File: config.mk
export PLATFORM = sky130hd
export DESIGN_NAME = sau_result_drain
export DESIGN_NICKNAME = d
export VERILOG_FILES = /design/src/rtl/sau_result_drain.sv
export SDC_FILE = /design/constraint.sdc
export NUM_CORES = 1
export LEC_CHECK = 0
export ABC_AREA = 1
export CAP_MARGIN = 0
export CORE_ASPECT_RATIO = 0.5
export CORE_UTILIZATION = 40
export DETAILED_ROUTE_END_ITERATION = 8
export PLACE_DENSITY = 0.82
export SLEW_MARGIN = 20
export SYNTH_ARGS = -nofsm -noshare
export SYNTH_HDL_FRONTEND = slang
export SYNTH_SLANG_ARGS = --single-unit
File: constraint.sdc
create_clock -name clk -period 10.8 [get_ports clk]
set_clock_uncertainty 0.1 [all_clocks]
set_input_delay 1.08 -clock clk [delete_from_list [all_inputs] [get_ports clk]]
set_output_delay 1.08 -clock clk [all_outputs]
set_load 0.03 [all_outputs]
File: src/rtl/sau_result_drain.sv
// Captures a finished systolic-array result matrix plus its tag and drains it row-major, NUM_LANES elements per beat.
// Build option SAU_DRAIN_DBUF_EN adds a second capture buffer so back-to-back results stream without a bubble.
module sau_result_drain #(
    parameter int MATRIX_SIZE = 2,
    parameter int DATA_WIDTH  = 32,
    parameter int NUM_LANES   = 1,
    parameter int TAG_WIDTH   = 16,
    localparam int NUM_ELEMS  = MATRIX_SIZE * MATRIX_SIZE,
    localparam int NUM_BEATS  = (NUM_ELEMS + NUM_LANES - 1) / NUM_LANES,
    localparam int BEAT_BITS  = (NUM_BEATS > 1) ? $clog2(NUM_BEATS) : 1
) (
    input  logic                            clk,
    input  logic                            reset,
    input  logic                            arr_done,
    input  logic [NUM_ELEMS*DATA_WIDTH-1:0] arr_result,
    input  logic [TAG_WIDTH-1:0]            arr_tag,
    output logic                            busy,
    output logic                            commit_valid,
    input  logic                            commit_ready,
    output logic [NUM_LANES*DATA_WIDTH-1:0] commit_data,
    output logic [NUM_LANES-1:0]            commit_mask,
    output logic [BEAT_BITS-1:0]            commit_beat,
    output logic                            commit_last,
    output logic [TAG_WIDTH-1:0]            commit_tag,
    output logic                            overflow
);

    localparam int ELEMS_W = NUM_ELEMS * DATA_WIDTH;
    localparam int LANE_W  = NUM_LANES * DATA_WIDTH;
    localparam int PAD_W   = NUM_BEATS * LANE_W;
    localparam int ENTRY_W = ELEMS_W + TAG_WIDTH;
    localparam logic [BEAT_BITS-1:0] LAST_BEAT = BEAT_BITS'(NUM_BEATS - 1);

    logic [BEAT_BITS-1:0] beat_q, beat_d;
    logic                 overflow_q, overflow_d;
    logic [ENTRY_W-1:0]   cur_entry;
    logic                 cur_valid;
    logic                 handshake;
    logic                 final_hs;
    logic                 accept;
    logic [PAD_W-1:0]     padded;

    // commit_valid/commit_ready: a beat transfers on any cycle both are high; the
    // payload is a pure function of registered state, so it holds steady while stalled.
    assign handshake = cur_valid && commit_ready;
    assign final_hs  = handshake && (beat_q == LAST_BEAT);

`ifdef SAU_DRAIN_DBUF_EN
    logic [1:0][ENTRY_W-1:0] buf_q, buf_d;
    logic [1:0]              full_q, full_d;
    logic                    rd_q, rd_d;
    logic                    wr_sel;

    // rd_q always names the older buffer, so it is occupied whenever either one is.
    assign cur_valid = full_q[rd_q];
    assign cur_entry = buf_q[rd_q];
    assign busy      = &full_q;
    assign accept    = !(&full_q) || final_hs;
    assign wr_sel    = (full_q[rd_q] && !full_q[~rd_q]) ? ~rd_q : rd_q;

    always_comb begin
        buf_d  = buf_q;
        full_d = full_q;
        rd_d   = rd_q;
        if (final_hs) begin
            full_d[rd_q] = 1'b0;
            rd_d         = ~rd_q;
        end
        if (arr_done && accept) begin
            buf_d[wr_sel]  = {arr_tag, arr_result};
            full_d[wr_sel] = 1'b1;
        end
    end

    always_ff @(posedge clk) begin
        if (reset) begin
            full_q <= '0;
            rd_q   <= 1'b0;
        end else begin
            full_q <= full_d;
            rd_q   <= rd_d;
        end
    end

    always_ff @(posedge clk) begin
        buf_q <= buf_d;
    end
`else
    localparam logic [0:0] IDLE  = 1'b0;
    localparam logic [0:0] DRAIN = 1'b1;

    logic [0:0]         state_q, state_d;
    logic [ENTRY_W-1:0] buf_q, buf_d;

    assign cur_valid = (state_q == DRAIN);
    assign cur_entry = buf_q;
    assign busy      = cur_valid;
    assign accept    = (state_q == IDLE);

    always_comb begin
        state_d = state_q;
        buf_d   = buf_q;
        case (state_q)
            IDLE: begin
                if (arr_done) begin
                    buf_d   = {arr_tag, arr_result};
                    state_d = DRAIN;
                end
            end
            DRAIN: begin
                if (final_hs) begin
                    state_d = IDLE;
                end
            end
            default: state_d = IDLE;
        endcase
    end

    always_ff @(posedge clk) begin
        if (reset) begin
            state_q <= IDLE;
        end else begin
            state_q <= state_d;
        end
    end

    always_ff @(posedge clk) begin
        buf_q <= buf_d;
    end
`endif

    always_comb begin
        beat_d = beat_q;
        if (!cur_valid || final_hs) begin
            beat_d = '0;
        end else if (handshake) begin
            beat_d = beat_q + 1'b1;
        end
        overflow_d = overflow_q | (arr_done & ~accept);
    end

    always_ff @(posedge clk) begin
        if (reset) begin
            beat_q     <= '0;
            overflow_q <= 1'b0;
        end else begin
            beat_q     <= beat_d;
            overflow_q <= overflow_d;
        end
    end

    assign overflow = overflow_q;

    // Zero padding past NUM_ELEMS makes the lanes of a partial final beat read as 0.
    always_comb begin
        padded                = '0;
        padded[ELEMS_W-1:0]   = cur_entry[ELEMS_W-1:0];
        commit_valid          = cur_valid;
        commit_data           = '0;
        commit_mask           = '0;
        commit_beat           = '0;
        commit_last           = 1'b0;
        commit_tag            = '0;
        if (cur_valid) begin
            commit_data = padded[int'(beat_q) * LANE_W +: LANE_W];
            for (int l = 0; l < NUM_LANES; l++) begin
                commit_mask[l] = ((int'(beat_q) * NUM_LANES + l) < NUM_ELEMS);
            end
            commit_beat = beat_q;
            commit_last = (beat_q == LAST_BEAT);
            commit_tag  = cur_entry[ENTRY_W-1 -: TAG_WIDTH];
        end
    end

endmodule

==> summary.md, run 1 <==
| Metric | Value |
|---|---|
| Total grt overflow | 0 |
| Worst slew pin tran | 1020 ps |
| Initial antenna violation count | 0 |
| Via-to-Cell Ratio | 4.64 |
| #FFs+latches synth | 148 |
| Mapped Cells | 588 |
| Num Clock Sinks | 148 |
| Critical Path RT | 9620 ps |
| Worst vdd ir | 92.3 uV |
| Switch Pwr | 351 uW |
| Syn Nets | 737 |
| Pre-CTS setup slack | 7020 ps |
| Fin util | 60.3% |
| DR vias | 4609 |
| Detailed Routing Iterations Pass 1 | 7 |
| Crit end category | primary output |
| Post-route ant nets | 0 |
| WL final | 15.2 mm |
| First-pass GRT wire length | 23.7 mm |
| Design internal power | 1110 uW |
| Final Max Slew Viols | 0 |
| Max transition margin | 32.1% |
| Critical path type | flip-flop to primary output |
| Mean Syn Cell Area | 10.6 sq um |
| H-tree depth | 4 |
| Root buffer cell | clkbuf_16 |
| Largest net degree at the start of global routing | 81 |
| Gpl congestion | 0.772 |
| Layout cells sized above 1 | 16.5% |
| Initial Util | 42.1% |
| Final setup margin | 6690 ps |
| Pleak | 0.00372 uW |
| Post-Syn Area | 0.00625 sq mm |
| Max-cap violations | 0 |
| Status | finished clean |
| # DRC | 0 |
| Fin Setup TNS | 0 ps |
| TritonCTS buffer count | 17 |
| Syn. warnings | 0 |
| Antenna cell count | 0 |
| Reg2Reg Launch Point | busy |
| Detail Placement HPWL | 10.0 mm |
| Count of filler cells inserted in the layout | 1159 |
| Post_cts resized | 0 |
| Number of global-route vias before repair | 4721 |
| Die X | 179 um |
| IO Pins | 203 |
| Die Span Y | 90.4 um |
| Critical Path AT | 2930 ps |
| Hold-fix buffers, CTS | 0 |
| Switching share of power | 24.0% |
| CTS tree | done |
| Crit path launch | busy |
| Comb pwr share | 12.9% |
| Detailed Route Iter0 Violations | 331 |
| Hold WC Path Type | flip-flop to flip-flop |
| Sequential cell area | 0.00441 sq mm |
| Clk pwr share | 39.5% |
| RSZ-0062 raised after global routing | no |
| Pwr/cell area | 163 mW/mm^2 |
| CP startpoint kind | flip-flop |
| Fin crit period | 4110 ps |
| Total core area | 0.0149 sq mm |
| Hold_sp | overflow |
| Buffers on Ports | 202 |
| Worst-Skew Late Latency | 400 ps |
| Sequential share of power | 47.6% |
| Routed WL per cell | 15.3 um |
| Full die area | 0.0162 sq mm |
| Area Overhead vs Synth | 43.3% |
| Std-Cell Rows | 31 |
| Sequential-to-total area share from yosys stat | 70.4% |
| Ratio of final minimum period to clock period | 38.0% |
| Post-synth cell types | 15 |
| Layout net count | 932 |
| All-Layer GR Usage | 19.4% |
| Area of the multi-input gates | 0.00111 sq mm |
| Clock-pin slew on the worst setup and hold paths | 60 ps |
| Clock buffer depth | 2 |
| Crit-path max FO | 34 |
| Fin. Hold Viols | 0 |
| Max frequency | 243 MHz |
| Post-CTS setup buffers | 0 |
| # setup viols final | 0 |
==> cells in the mapped netlist (all sizes together) <==
cell type / n / area (sq um)
nand2: 154 / 578
clkbuf: 7 / 26.3
clkinv: 2 / 7.51
a21oi: 34 / 170
edfxtp: 144 / 4320
ha: 1 / 12.5
dfxtp: 4 / 80.1
buf: 22 / 144
inv: 150 / 563
o21ai: 1 / 5.00
nand3: 67 / 335
nor2: 2 / 7.51
==> worst max-delay path: stages (launching register included) <==
cell             delay [ps]
dfxtp_1                 910
inv_2                   550
a21oi_1                 320
clkdlybuf4s50_1         720
==> through the flow <==
| step | instance area (sq um) | total power [uW] | instances | hold WS (ps) |
|---|---|---|---|---|
| 2_1_floorplan | 6250 | 799 | 588 | 518 |
| 3_3_place_gp | 8380 | 888 | 962 | 365 |
| 3_5_place_dp | 8380 | 895 | 962 | 377 |
| 4_1_cts | 8960 | 1470 | 994 | 388 |
| 5_1_grt | 8960 | 1510 | 994 | 415 |
| 6_report | 8960 | 1460 | 994 | 389 |
==> power by group through the flow <==
stage | clock [uW] | sequential [uW] | combinational, uW
floorplan | 0 | 708 | 91.3
global placement | 0 | 705 | 183
detailed placement | 0 | 707 | 188
CTS | 584 | 695 | 190
global route | 609 | 698 | 204
finish | 578 | 695 | 189
==> flip-flops by register name, summed over array words and instances (netlist names) <==
name	flops
buf_q	144
beat_q	2
busy	1
overflow	1
==> logic make-up after synthesis <==
| family | count (synthesis) | share of synthesized area (%) |
|---|---|---|
| AND/OR/NAND/NOR | 223 | 14.7 |
| buffers and inverters | 181 | 11.8 |
| flip-flops | 148 | 70.4 |
| AO/OA/AOI/OAI | 35 | 2.80 |
| adder cells (fa/ha/maj) | 1 | 0.200 |
==> cell type report <==
type | count | share of cell area [%]
clock inverters | 15 | 1.74
well taps | 198 | 2.76
clock buffers | 17 | 4.75
repair buffers | 205 | 22.8
flip-flops and latches | 148 | 49.1
inverters | 152 | 6.42
multi-input cells | 259 | 12.4
==> metal layers <==
metal	share of wire (%)	vias up	track usage, %
li1	-	2241	-
met1	39	2202	22.0
met2	55	134	35.7
met3	3.2	32	2.95
met4	2.8	0	8.69
met5	0	-	0
==> final timing paths <==
| check | to | slack [ps] | depth (start not counted) |
|---|---|---|---|
| setup / recovery | commit_data[18] | 6690 | 3 |
| hold / removal | overflow | 390 | 2 |
| setup reg to reg | buf_q[2] | 7130 | 4 |
| hold reg to reg | overflow | 390 | 2 |
==> cells in the final DEF (no fill, tap or decap), types with 4 or more instances in the layout <==
cell | Yosys | layout
a21oi_1 | 34 | 34
inv_2 | 95 | 94
inv_1 | 55 | 54
clkinvlp_4 | 0 | 4
nand2_1 | 154 | 154
nand3_1 | 67 | 67
clkdlybuf4s50_1 | 0 | 202
clkbuf_16 | 0 | 17
edfxtp_1 | 144 | 144
No activity file was read; power rests on OpenSTA's default activity.
==> run 2: changes to the inputs <==
clock period = 4.14 ns   (was 10.8 ns; I/O delays follow)
==> run 2 against run 1 <==
  * Non-clock buffer count up 6
  * Register-to-register slack worse by 5500 ps
  * Worst setup slack worse by 5600 ps
  * Combinational power rose to 2.7 times the previous value
  * Global-route usage about the same
  * Count of clock-buffer cells in the layout up 1
  * Worst hold slack better by 16 ps
  * Power rose to 2.6 times the previous value
  * Largest power group unchanged
  * Sequential cell count unchanged
  * Sequential power rose to 2.6 times the previous value
==> summary.md, run 2 (synthesized netlist as in run 1, its figures left out) <==
| Metric | Value |
|---|---|
| DR vias | 4651 (+0.91%) |
| Most frequent cells in the layout | clkdlybuf4s50_1, nand2_1, edfxtp_1, inv_2, nand3_1 |
| H-tree depth | 4 (unchanged) |
| Worst-path cell chain | buf_4 -> inv_2 -> nand3_1 -> a21oi_1 -> clkdlybuf4s50_1 |
| Biggest register | buf_q |
| Total grt overflow | 0 (unchanged) |
| Status | finished clean |
| Hold WC Path Type | flip-flop to flip-flop |
| Hold-fix buffers, CTS | 0 (unchanged) |
| Num Clock Sinks | 148 (unchanged) |
| IO Pins | 203 (unchanged) |
| Area Overhead vs Synth | 44.2% |
| WL final | 15.7 mm (+2.9%) |
| Final Max Slew Viols | 0 (unchanged) |
| Max reg flops | 144 (unchanged) |
| Worst slew pin tran | 756 ps (-262 ps) |
| # DRC | 0 (unchanged) |
| Die X | 179 um (unchanged) |
| Ratio of final minimum period to clock period | 74.0% |
| CP startpoint kind | flip-flop |
| Initial antenna violation count | 0 (unchanged) |
| Root buffer cell | clkbuf_16 |
| Count of filler cells inserted in the layout | 1135 (-2.1%) |
| Initial Util | 42.1% (unchanged) |
| WHS | 405 ps (+15.9 ps) |
| Buffers on Ports | 202 (unchanged) |
| Antenna cell count | 0 (unchanged) |
| Routed WL per cell | 15.7 um (+2.4%) |
| Number of global-route vias before repair | 4742 (+0.44%) |
| Fin Setup TNS | 0 ps (unchanged) |
| Overall power | 3800 uW (+160%) |
| Die Span Y | 90.4 um (unchanged) |
| RSZ-0062 raised after global routing | no |
| Worst-path cell with the longest stage delay | clkdlybuf4s50_1 |
| # setup viols final | 0 (unchanged) |
| Final setup margin | 1080 ps (-5620 ps) |
| Crit end category | primary output |
| Via-to-Cell Ratio | 4.66 (+0.41%) |
| Clock-pin slew on the worst setup and hold paths | 50 ps (about the same) |
| Layout cells sized above 1 | 16.9% (+0.40 points) |
| Cell family with most CP delay | buffers and inverters |
| Largest regs | buf_q x144, beat_q x2 |
| Worst path max stage delay | 730 ps (-180 ps) |
| Post-placement cell area | 0.00845 sq mm (+0.82%) |
| Detail Placement HPWL | 10.8 mm (+8.1%) |
| Max-cap violations | 0 (unchanged) |
| Critical Path AT | 2550 ps (-380 ps) |
| Critical Path RT | 3630 ps (-5990 ps) |
| Most common cell after layout, fill and taps aside | clkdlybuf4s50_1 |
| Crit-path max FO | 32 (-5.9%) |
| Clock buffer depth | 2 (unchanged) |
| Worst-Skew Late Latency | 400 ps (about the same) |
| Max frequency | 327 MHz |
| Full die area | 0.0162 sq mm (unchanged) |
| Gpl congestion | 0.792 (+2.6%) |
| CP bufs+invs | 3 (+1) |
| Detailed Routing Iterations Pass 1 | 5 (-2) |
| TritonCTS buffer count | 17 (unchanged) |
| Detailed Route Iter0 Violations | 274 (-17%) |
| All-Layer GR Usage | 19.4% (about the same) |
| Pwr/cell area | 422 mW/mm^2 (+160%) |
| Layout net count | 938 (+0.64%) |
| Critical path type | flip-flop to primary output |
| Max transition margin | 49.6% (+17 points) |
| Worst vdd ir | 283 uV (+210%) |
| Post_cts resized | 0 (unchanged) |
| CTS tree | done |
| Total core area | 0.0149 sq mm (unchanged) |
| Finished Cell Area | 0.00902 sq mm (+0.59%) |
| Pleak | 0.00375 uW (+0.73%) |
| Fin. Hold Viols | 0 (unchanged) |
| Post-CTS setup buffers | 0 (unchanged) |
| Largest net degree at the start of global routing | 68 (-16%) |
| Std-Cell Rows | 31 (unchanged) |
| Fin crit period | 3060 ps |
| First-pass GRT wire length | 23.6 mm (-0.55%) |
| Pre-CTS setup slack | 1550 ps (-5470 ps) |
| Post-route ant nets | 0 (unchanged) |
==> run 2: worst reg2reg max path, stage by stage, from the launching register on <==
cell and delay (ps):
dfxtp_1 300, buf_4 270, inv_2 260, nand2_1 200, clkinvlp_4 610, buf_4 500
==> run 2: layout make-up <==
class                      count  area, sq um  share of cell area (%)
multi-input combinational    259         1110                    12.3
clock buffer                  18          429                    4.76
timing repair buffer         211         2110                    23.5
inverter                     152          574                    6.37
clock inverter                13          136                    1.51
tap                          198          248                    2.75
sequential                   148         4410                    48.9
==> run 2: report_power, final <==
part / switching [uW] / total, uW / internal [uW] / leakage, uW
sequential: 34.0 / 1800 / 1770 / 0.00141
combinational: 272 / 516 / 244 / 0.00207
clock: 599 / 1480 / 883 / 0.000270
==> run 2: worst paths after layout <==
kind | from | to | slack, ps | cells past startpoint
setup / recovery | beat_q[1] | commit_data[31] | 1080 | 5
hold / removal | overflow | overflow | 400 | 2
setup reg to reg | busy | buf_q[16] | 1610 | 5
hold reg to reg | overflow | overflow | 400 | 2
==> run 2: per-stage QoR <==
stage / cells / util [%]
2_1_floorplan: 588 / -
3_3_place_gp: 968 / 56.9
3_5_place_dp: 968 / 56.9
4_1_cts: 999 / 60.7
5_1_grt: 999 / 60.7
6_report: 999 / 60.7
==> run 2: layer usage <==
metal  up-vias  global-route usage (%)  share of wire [%]
met2       136                    35.9                 54
met5         -                       0                  0
li1       2251                       -                  -
met1      2228                    21.5                 39
met3        36                    3.54                3.5
met4         0                    8.62                2.7
